<file path="src/rtl/cgra_cfg_pkg.sv">
// Shared types and constants for the CGRA configuration sequencer.
package cgra_cfg_pkg;

    typedef enum logic [2:0] {
        IDLE,
        LOAD,
        SETTLE,
        RUN,
        DONE
    } cfg_seq_state_t;

    localparam int WORD_CNT_W   = 16;
    localparam int CFG_NOP_ADDR = 0;

endpackage

</file>
<file path="src/rtl/cfg_sat_counter.sv">
// Up-counter with synchronous clear and optional saturation at all-ones.
module cfg_sat_counter #(
    parameter int WIDTH  = 16,
    parameter bit SAT_EN = 1'b1
) (
    input  logic             clk_in,
    input  logic             reset_in,
    input  logic             clear,
    input  logic             inc,
    output logic [WIDTH-1:0] count
);

    logic [WIDTH-1:0] count_reg;
    logic             at_max;

    assign at_max = SAT_EN && (count_reg == {WIDTH{1'b1}});

    always_ff @(posedge clk_in) begin
        if (!reset_in || clear) begin
            count_reg <= '0;
        end else if (inc && !at_max) begin
            count_reg <= count_reg + WIDTH'(1);
        end
    end

    assign count = count_reg;

endmodule

</file>
<file path="src/rtl/cgra_config_sequencer.sv">
// Streams (addr, data) config words onto the CGRA config port, settles, then runs the
// datapath for a programmed cycle count. Optional CFG_CHECKSUM_EN adds cfg_checksum.
module cgra_config_sequencer
    import cgra_cfg_pkg::*;
#(
    parameter int ADDR_W        = 32,
    parameter int DATA_W        = 32,
    parameter int CYC_W         = 32,
    parameter int SETTLE_CYCLES = 4
) (
    input  logic                  clk_in,
    input  logic                  reset_in,
    input  logic                  start,
    input  logic [CYC_W-1:0]      run_cycles,
    input  logic                  cfg_valid,
    output logic                  cfg_ready,
    input  logic [ADDR_W-1:0]     cfg_addr,
    input  logic [DATA_W-1:0]     cfg_data,
    input  logic                  cfg_last,
    output logic [ADDR_W-1:0]     config_addr_out,
    output logic [DATA_W-1:0]     config_data_out,
    output logic                  run_en,
    output logic                  busy,
    output logic                  config_done,
    output logic                  run_done,
    output logic [WORD_CNT_W-1:0] word_count,
    output logic [CYC_W-1:0]      cycle_count
`ifdef CFG_CHECKSUM_EN
    ,
    output logic [DATA_W-1:0]     cfg_checksum
`endif
);

    localparam int SET_W = (SETTLE_CYCLES > 1) ? $clog2(SETTLE_CYCLES) : 1;

    generate
        if (SETTLE_CYCLES < 1) begin : g_bad_settle
            $error("SETTLE_CYCLES must be >= 1");
        end
    endgenerate

    cfg_seq_state_t    state_reg;
    logic [SET_W-1:0]  settle_cnt_reg;
    logic [CYC_W-1:0]  run_len_reg;
    logic              cfg_ready_reg;
    logic [ADDR_W-1:0] addr_reg;
    logic [DATA_W-1:0] data_reg;
    logic              run_en_reg;
    logic              busy_reg;
    logic              config_done_reg;
    logic              run_done_reg;

    logic transfer;
    logic restart;
    logic last_run;

    assign transfer = cfg_valid && cfg_ready_reg;
    // start is only honoured when no job is in flight
    assign restart  = start && ((state_reg == IDLE) || (state_reg == DONE));
    assign last_run = (state_reg == RUN) && (cycle_count == run_len_reg - CYC_W'(1));

    cfg_sat_counter #(.WIDTH(WORD_CNT_W), .SAT_EN(1'b1)) u_word_cnt (
        .clk_in   (clk_in),
        .reset_in (reset_in),
        .clear    (restart),
        .inc      (transfer),
        .count    (word_count)
    );

    cfg_sat_counter #(.WIDTH(CYC_W), .SAT_EN(1'b0)) u_cycle_cnt (
        .clk_in   (clk_in),
        .reset_in (reset_in),
        .clear    (restart),
        .inc      (state_reg == RUN),
        .count    (cycle_count)
    );

    always_ff @(posedge clk_in) begin
        if (!reset_in) begin
            state_reg       <= IDLE;
            settle_cnt_reg  <= '0;
            run_len_reg     <= '0;
            cfg_ready_reg   <= 1'b0;
            addr_reg        <= '0;
            data_reg        <= '0;
            run_en_reg      <= 1'b0;
            busy_reg        <= 1'b0;
            config_done_reg <= 1'b0;
            run_done_reg    <= 1'b0;
        end else begin
            // The bus carries a word for exactly one cycle, otherwise the no-op address
            addr_reg <= transfer ? cfg_addr : ADDR_W'(CFG_NOP_ADDR);
            data_reg <= transfer ? cfg_data : '0;

            case (state_reg)
                IDLE, DONE: begin
                    if (start) begin
                        state_reg       <= LOAD;
                        run_len_reg     <= run_cycles;
                        cfg_ready_reg   <= 1'b1;
                        busy_reg        <= 1'b1;
                        config_done_reg <= 1'b0;
                        run_done_reg    <= 1'b0;
                    end
                end
                LOAD: begin
                    if (transfer && cfg_last) begin
                        state_reg      <= SETTLE;
                        cfg_ready_reg  <= 1'b0;
                        settle_cnt_reg <= '0;
                    end
                end
                SETTLE: begin
                    config_done_reg <= 1'b1;
                    if (settle_cnt_reg == SET_W'(SETTLE_CYCLES - 1)) begin
                        if (run_len_reg == '0) begin
                            state_reg    <= DONE;
                            busy_reg     <= 1'b0;
                            run_done_reg <= 1'b1;
                        end else begin
                            state_reg  <= RUN;
                            run_en_reg <= 1'b1;
                        end
                    end else begin
                        settle_cnt_reg <= settle_cnt_reg + SET_W'(1);
                    end
                end
                RUN: begin
                    if (last_run) begin
                        state_reg    <= DONE;
                        run_en_reg   <= 1'b0;
                        busy_reg     <= 1'b0;
                        run_done_reg <= 1'b1;
                    end
                end
                default: state_reg <= IDLE;
            endcase
        end
    end

    assign cfg_ready       = cfg_ready_reg;
    assign config_addr_out = addr_reg;
    assign config_data_out = data_reg;
    assign run_en          = run_en_reg;
    assign busy            = busy_reg;
    assign config_done     = config_done_reg;
    assign run_done        = run_done_reg;

`ifdef CFG_CHECKSUM_EN
    logic [DATA_W-1:0] addr_ext;
    logic [DATA_W-1:0] checksum_reg;

    generate
        for (genvar gi = 0; gi < DATA_W; gi++) begin : g_addr_ext
            if (gi < ADDR_W) begin : g_bit
                assign addr_ext[gi] = cfg_addr[gi];
            end else begin : g_zero
                assign addr_ext[gi] = 1'b0;
            end
        end
    endgenerate

    always_ff @(posedge clk_in) begin
        if (!reset_in || restart) begin
            checksum_reg <= '0;
        end else if (transfer) begin
            checksum_reg <= checksum_reg ^ addr_ext ^ cfg_data;
        end
    end

    assign cfg_checksum = checksum_reg;
`endif

endmodule

</file>
<file path="config.mk">
export PLATFORM = sky130hd
export DESIGN_NAME = cgra_config_sequencer
export DESIGN_NICKNAME = d
export VERILOG_FILES = /design/src/rtl/cgra_cfg_pkg.sv /design/src/rtl/cfg_sat_counter.sv /design/src/rtl/cgra_config_sequencer.sv
export SDC_FILE = /design/constraint.sdc
export NUM_CORES = 1
export LEC_CHECK = 0
export ABC_AREA = 1
export CORE_MARGIN = 10
export CORE_UTILIZATION = 43
export CTS_CLUSTER_SIZE = 24
export DETAILED_ROUTE_END_ITERATION = 12
export MAX_ROUTING_LAYER = met4
export PLACE_DENSITY = 0.76
export SYNTH_ARGS = -nofsm -noshare
export SYNTH_HDL_FRONTEND = slang
export SYNTH_SLANG_ARGS = --single-unit
</file>
<file path="constraint.sdc">
create_clock -name clk_in -period 2 [get_ports clk_in]
set_input_delay 0.3 -clock clk_in [delete_from_list [all_inputs] [get_ports clk_in]]
set_output_delay 0.3 -clock clk_in [all_outputs]
set_load 0.005 [all_outputs]
</file>
# ---- Yosys cells after proc, flatten, opt, wreduce, memory -nomap -nowiden
# Cells that the tools add are included.
dict set report op_classes {
  addsub 4
  eq_ne 14
  n_mux 25
  n_reduce_logical 25
}
# op count
set op_table {}
lappend op_table {{$add A32 B1 Y32 const B} 1}
lappend op_table {{$eq A32 B32 Y1} 1}
lappend op_table {{$logic_not A32 Y1} 1}
lappend op_table {{$sub A32 B1 Y32 const B} 1}
lappend op_table {{$add A16 B1 Y16 const B} 1}
lappend op_table {{$eq A16 B16 Y1 const B} 1}
lappend op_table {{$mux W3} 5}
lappend op_table {{$ne A2 B2 Y1 const B} 7}
lappend op_table {{$pmux W3 S4} 1}
lappend op_table {{$mux W1} 11}
lappend op_table {{$reduce_and A4 Y1} 2}
lappend op_table {{$reduce_bool A2 Y1} 4}
lappend op_table {{$eq A3 B2 Y1 const B} 2}
lappend op_table {{$pmux W1 S2} 3}
lappend op_table {{$pmux W1 S3} 2}
lappend op_table {{$reduce_and A2 Y1} 3}
lappend op_table {{$reduce_and A3 Y1} 2}
lappend op_table {{$logic_and A1 B1 Y1} 5}
lappend op_table {{$reduce_and A5 Y1} 1}
lappend op_table {{$mux W2} 2}
lappend op_table {{$pmux W2 S2} 1}
lappend op_table {{$eq A3 B1 Y1 const B} 1}
lappend op_table {{$eq A3 B3 Y1 const B} 1}
lappend op_table {{$logic_not A3 Y1} 1}
lappend op_table {{other kinds (6)} 8}
dict set report totals {
  regBits 154
  input_bits 101
  out_inout_bits 117
  wordCells 80
}

# ---- Logic depth before layout (Yosys ltp)
dict set report logic_depth {
  ltp_word 5
  depth_mapped 18
}

# ---- Hierarchy
# From an unflattened synthesis, not the netlist that was laid out.
dict set report hier_totals {
  hier_cells 1104
  hier_area_um2 7631.1
}
# mod n_inst cells_per_inst area_per_inst_um2 seq_area_each_um2
set modules_own_cells {}
lappend modules_own_cells {cgra_config_sequencer 1 673 4839.6 2122.0}
lappend modules_own_cells {{cfg_sat_counter at u_cycle_cnt} 1 275 1798.0 640.6}
lappend modules_own_cells {{cfg_sat_counter at u_word_cnt} 1 156 993.5 320.3}

# ---- Worst setup path before layout
# No wires, ideal clock.
dict set report synth_timing {
  path_type {register -> register}
  from {reg run_len_reg[0]}
  to {reg state_reg[1]}
  setup_time_ns 0.118
  arrival_time_ns 1.814
  path_slack_ns 0.068
  path_stages_with_launch 16
  cell_sequence {dfxtp_1 inv_1 ha_1 nand2_2 nor2_2 nand2_2 o21bai_1 nand2_1 nor2_1 nand2_1 nor2_1 nand3_1 nand2_2 nand2_1 o21ai_0 nor2_1}
}
dict set report synth_via {
  elab_chain_len 5
}
# element line
set synth_rtl {}
lappend synth_rtl {{start: declaration} cgra_config_sequencer.sv:44} ;# logic [CYC_W-1:0] run_len_reg;
lappend synth_rtl {{start signal: assignment} cgra_config_sequencer.sv:99} ;# run_len_reg <= run_cycles;
lappend synth_rtl {{$sub A32 B1 Y32} cgra_config_sequencer.sv:60} ;# assign last_run = (state_reg == RUN) && (cycle_count == run_len_reg - CYC_W'(1));
lappend synth_rtl {{$eq A32 B32 Y1} cgra_config_sequencer.sv:60}
lappend synth_rtl {{$logic_and A1 B1 Y1} cgra_config_sequencer.sv:60}
lappend synth_rtl {{$ne A2 B2 Y1 (no line)} -}
lappend synth_rtl {{$reduce_and A4 Y1 (no line)} -}
lappend synth_rtl {{end signal: assignment} cgra_config_sequencer.sv:80} ;# state_reg <= IDLE;
lappend synth_rtl {{end signal: assignment} cgra_config_sequencer.sv:98} ;# state_reg <= LOAD;
lappend synth_rtl {{end signal: assignment} cgra_config_sequencer.sv:108} ;# state_reg <= SETTLE;
lappend synth_rtl {{end: declaration} cgra_config_sequencer.sv:42} ;# cfg_seq_state_t state_reg;
# Several ways; a longest one is shown, not always the timed one. The select of a mux whose other input is x is not followed.
# A chain may end at the register's enable or synchronous reset.

# ---- Final worst setup path
dict set report layout_timing {
  from {reg run_len_reg[6]}
  to {reg run_done_reg (netlist: run_done)}
}
dict set report layout_via {
  elab_chain_len 5
}
# element line
set layout_rtl {}
lappend layout_rtl {{$sub A32 B1 Y32} cgra_config_sequencer.sv:60}
lappend layout_rtl {{$eq A32 B32 Y1} cgra_config_sequencer.sv:60}
lappend layout_rtl {{$logic_and A1 B1 Y1} cgra_config_sequencer.sv:60}
lappend layout_rtl {{$ne A2 B2 Y1 (no line)} -}
lappend layout_rtl {{$reduce_and A5 Y1 (no line) *} -}
lappend layout_rtl {{end signal: assignment} cgra_config_sequencer.sv:89} ;# run_done_reg <= 1'b0;
lappend layout_rtl {{end signal: assignment} cgra_config_sequencer.sv:103} ;# run_done_reg <= 1'b0;
lappend layout_rtl {{end signal: assignment} cgra_config_sequencer.sv:119} ;# run_done_reg <= 1'b1;
lappend layout_rtl {{end: declaration} cgra_config_sequencer.sv:51} ;# logic run_done_reg;
# Mark *: on every way between the ends. The rest lies on a longest branch, timed or not.

==> run_results.csv <==
group,metric,value,unit
status,outcome,"finished, violations left",
status,violations,"negative setup slack",
drt,routed.top_layer,"met4",
hold_path,min_path_type,"in2reg",
logic_synthesis,ys_ff_latch,154,
floorplanning,die-area,0.0225,mm^2
logic_synthesis,synth_top_flop_cell,"dfxtp_1",
worst_setup_path,regToRegSetupSlack,-0.15,ns
timing,rsz0062_at_grt,"true",
cts,numCtsBuffers,17,
global_routing,grt_use_total,0.227,
final_layout,final_cells,1611,
logic_synthesis,synth_edf_count,0,
global_routing,antenna_found_initial,0,
worst_setup_path,startpoint_type,"register",
logic_synthesis,synthTopCellsByArea,"dfxtp_1 42%, nor2_1 10%, nand2_1 9.0%",
drt,route.met2.wl,12300,um
logic_synthesis,avgSynthCellArea,7.05,um^2
final_layout,final_cell_area,0.0117,mm^2
floorplanning,design.portCount,218,
drt,via_per_inst,4.86,
worst_setup_path,cp_max_fo,9,
logic_synthesis,ys_async_sr_fraction,0,
final_layout,synthToLayoutAreaGrowth,60.8,%
drt,routed_wl,25500,um
drt,first_pass_iters,5,
power,power.density,1110,mW/mm^2
cts,cts_hold_buffers,0,
logic_synthesis,syn_area,0.00727,mm^2
cts,tritoncts,"built",
logic_synthesis,syn_nets,1137,
logic_synthesis,ys_warn_count,0,
cts,cts_root_buffer,"clkbuf_16",
logic_synthesis,yosysSeqAreaShare,0.424,
drt,drcViolationCount,0,
logic_synthesis,synth_top_area_share,0.424,
drt,drt-wirelength-per-cell,15.8,um
power,total_power,13.0,mW
global_routing,grt_max_degree,48,
timing,tightest_slew,0.425,ns
timing,period_needed,2.15,ns
timing,hold_viol_final,0,
global_routing,grt_pass1_vias,7817,
floorplanning,initial_core_util,0.438,
drt,drt-met1-wl,9880,um
timing,setup_violations,8,
cts,cts_sinks,154,
power,leakage,5.10,nW
worst_setup_path,cp.required,2.36,ns
placement,dpl.cell_count,1563,
placement,dp_worst_setup_slack,-0.293,ns
worst_setup_path,setup.worst_path.end_class,"register",
placement,placed_area,0.0105,mm^2
global_routing,overflow,0,
logic_synthesis,yosysMostFrequentCell,"nor2_1",
floorplanning,die-height,150,um
drt,wl_met3,2570,um
placement,gp_congestion,0.963,
logic_synthesis,yosys.area.top_type,"dfxtp_1",
timing,fmax,465,MHz
drt,vias,7834,
floorplanning,row_count,47,
cts,clk_pin_slew,0.07,ns
floorplanning,coreArea,0.0166,mm^2
worst_setup_path,crit_type,"reg2reg",
power,max-vdd-ir-drop,702,uV
logic_synthesis,synthCells,1032,
job,drv_cap,0,
timing,slew_headroom,0.714,
global_routing,grt_pass1_wl,39400,um
cts,clockBufferDepth,2,
final_layout,fillers,1330,
timing,drv_slew,0,
placement,io_buffers,217,
timing,fin_ws,-0.151,ns
drt,ant_nets,0,
drt,drt_iter0_drc,385,
logic_synthesis,yosysUniqueCellTypes,42,
final_layout,drive_gt1_frac,0.221,
final_layout,num_antenna_cells,0,
final_layout,fin_util,0.705,
logic_synthesis,synthTopCellsByCount,"200 x nor2_1, 175 x nand2_1, 154 x dfxtp_1, 154 x inv_1, 55 x a21oi_1",
worst_setup_path,arrival,2.51,ns
floorplanning,dieWidth,150,um
timing,fin_crit_sh,1.08,
cts,h-tree-depth,4,
timing,fin_skew,0.0139,ns
final_layout,nets,1483,
placement,hpwl,19500,um
cts,clk_latency,0.44,ns
==> layout by cell type (no fill, tap or decap), types with 3 or more instances in the layout <==
master and n:
clkdlybuf4s50_1 217, nor2_1 177, nand2_1 164, inv_1 149, dfxtp_1 140, buf_4 124
a21oi_1 52, o21ai_0 47, xor2_1 29, nand3_1 27, nor2_4 26, nand4_1 20
nor2_2 19, nand2_2 18, clkbuf_16 17, nor3_1 15, xnor2_1 12, dfxtp_2 12
inv_2 10, o21ai_1 10, nand3_2 8, buf_6 8, nand2_4 7, or2_2 7
nor3_2 7, o21bai_1 6, nand3b_1 6, inv_8 6, inv_6 5, buf_12 5
a21oi_2 4, nor4_1 4, nor4_2 3, clkinv_8 3
==> final timing paths <==
check / start / to / cells past startpoint
max: run_len_reg[6] / run_done / 15
min: cfg_data[13] / config_data_out[13] / 3
max reg2reg: run_len_reg[6] / run_done / 15
min reg2reg: run_done / run_done / 2
==> repair_timing <==
item,4_1_cts,5_1_grt
endpoints found under the setup margin,17,74
resized for setup,45,83
pin swaps,16,37
buffers inserted,5,9
gates cloned,0,2
==> metrics by stage <==
step	hold WS, ns	setup TNS [ns]
2_1_floorplan	0.412	0
6_report	0.377	-0.665
5_1_grt	0.370	-2.30
3_3_place_gp	0.455	-13.54
4_1_cts	0.363	-0.302
3_5_place_dp	0.463	-14.19
==> worst max-delay path: stages (launching register included) <==
cell and delay, ns:
dfxtp_2 0.36, nor2_4 0.15, nand2_2 0.09, nor2_4 0.13
buf_12 0.14, buf_4 0.11, nand4_1 0.08, nand2_1 0.14
nand2_1 0.09, inv_1 0.06, nand2_1 0.05, nor2_1 0.09
nand3_1 0.12, nand2_4 0.14, nand4_1 0.16, a21oi_1 0.18
==> layout make-up <==
| type | count | area, um^2 | area share |
|---|---|---|---|
| Clock buffer | 17 | 425 | 0.0364 |
| Clock inverter | 15 | 165 | 0.0141 |
| Inverter | 162 | 613 | 0.0524 |
| Multi-Input combinational cell | 689 | 3810 | 0.326 |
| Sequential cell | 154 | 3110 | 0.266 |
| Tap cell | 220 | 275 | 0.0235 |
| Timing Repair Buffer | 354 | 3290 | 0.282 |
==> power breakdown <==
part	switching (mW)	leakage [nW]	total, mW	internal (mW)
combinational	3.27	3.55	5.94	2.67
sequential	0.427	1.26	3.90	3.47
clock	1.49	0.293	3.18	1.68
total	5.19	5.10	13.0	7.82
==> cell families (layout without fill, tap and decap cells) <==
group	Yosys count	in the layout	share of synthesized area
flops	154	154	0.424
buf+inv	189	548	0.103
fa+ha+maj	4	4	0.00688
xor+xnor	41	41	0.0494
simple gates	519	519	0.327
compound gates	125	125	0.0903
==> layer usage <==
metal	global-route usage	vias up
met1	0.249	3557
li1	-	3924
met4	0.0889	0
met5	-	-
met2	0.359	300
met3	0.0948	53
Power figures use the tool's default switching activity.
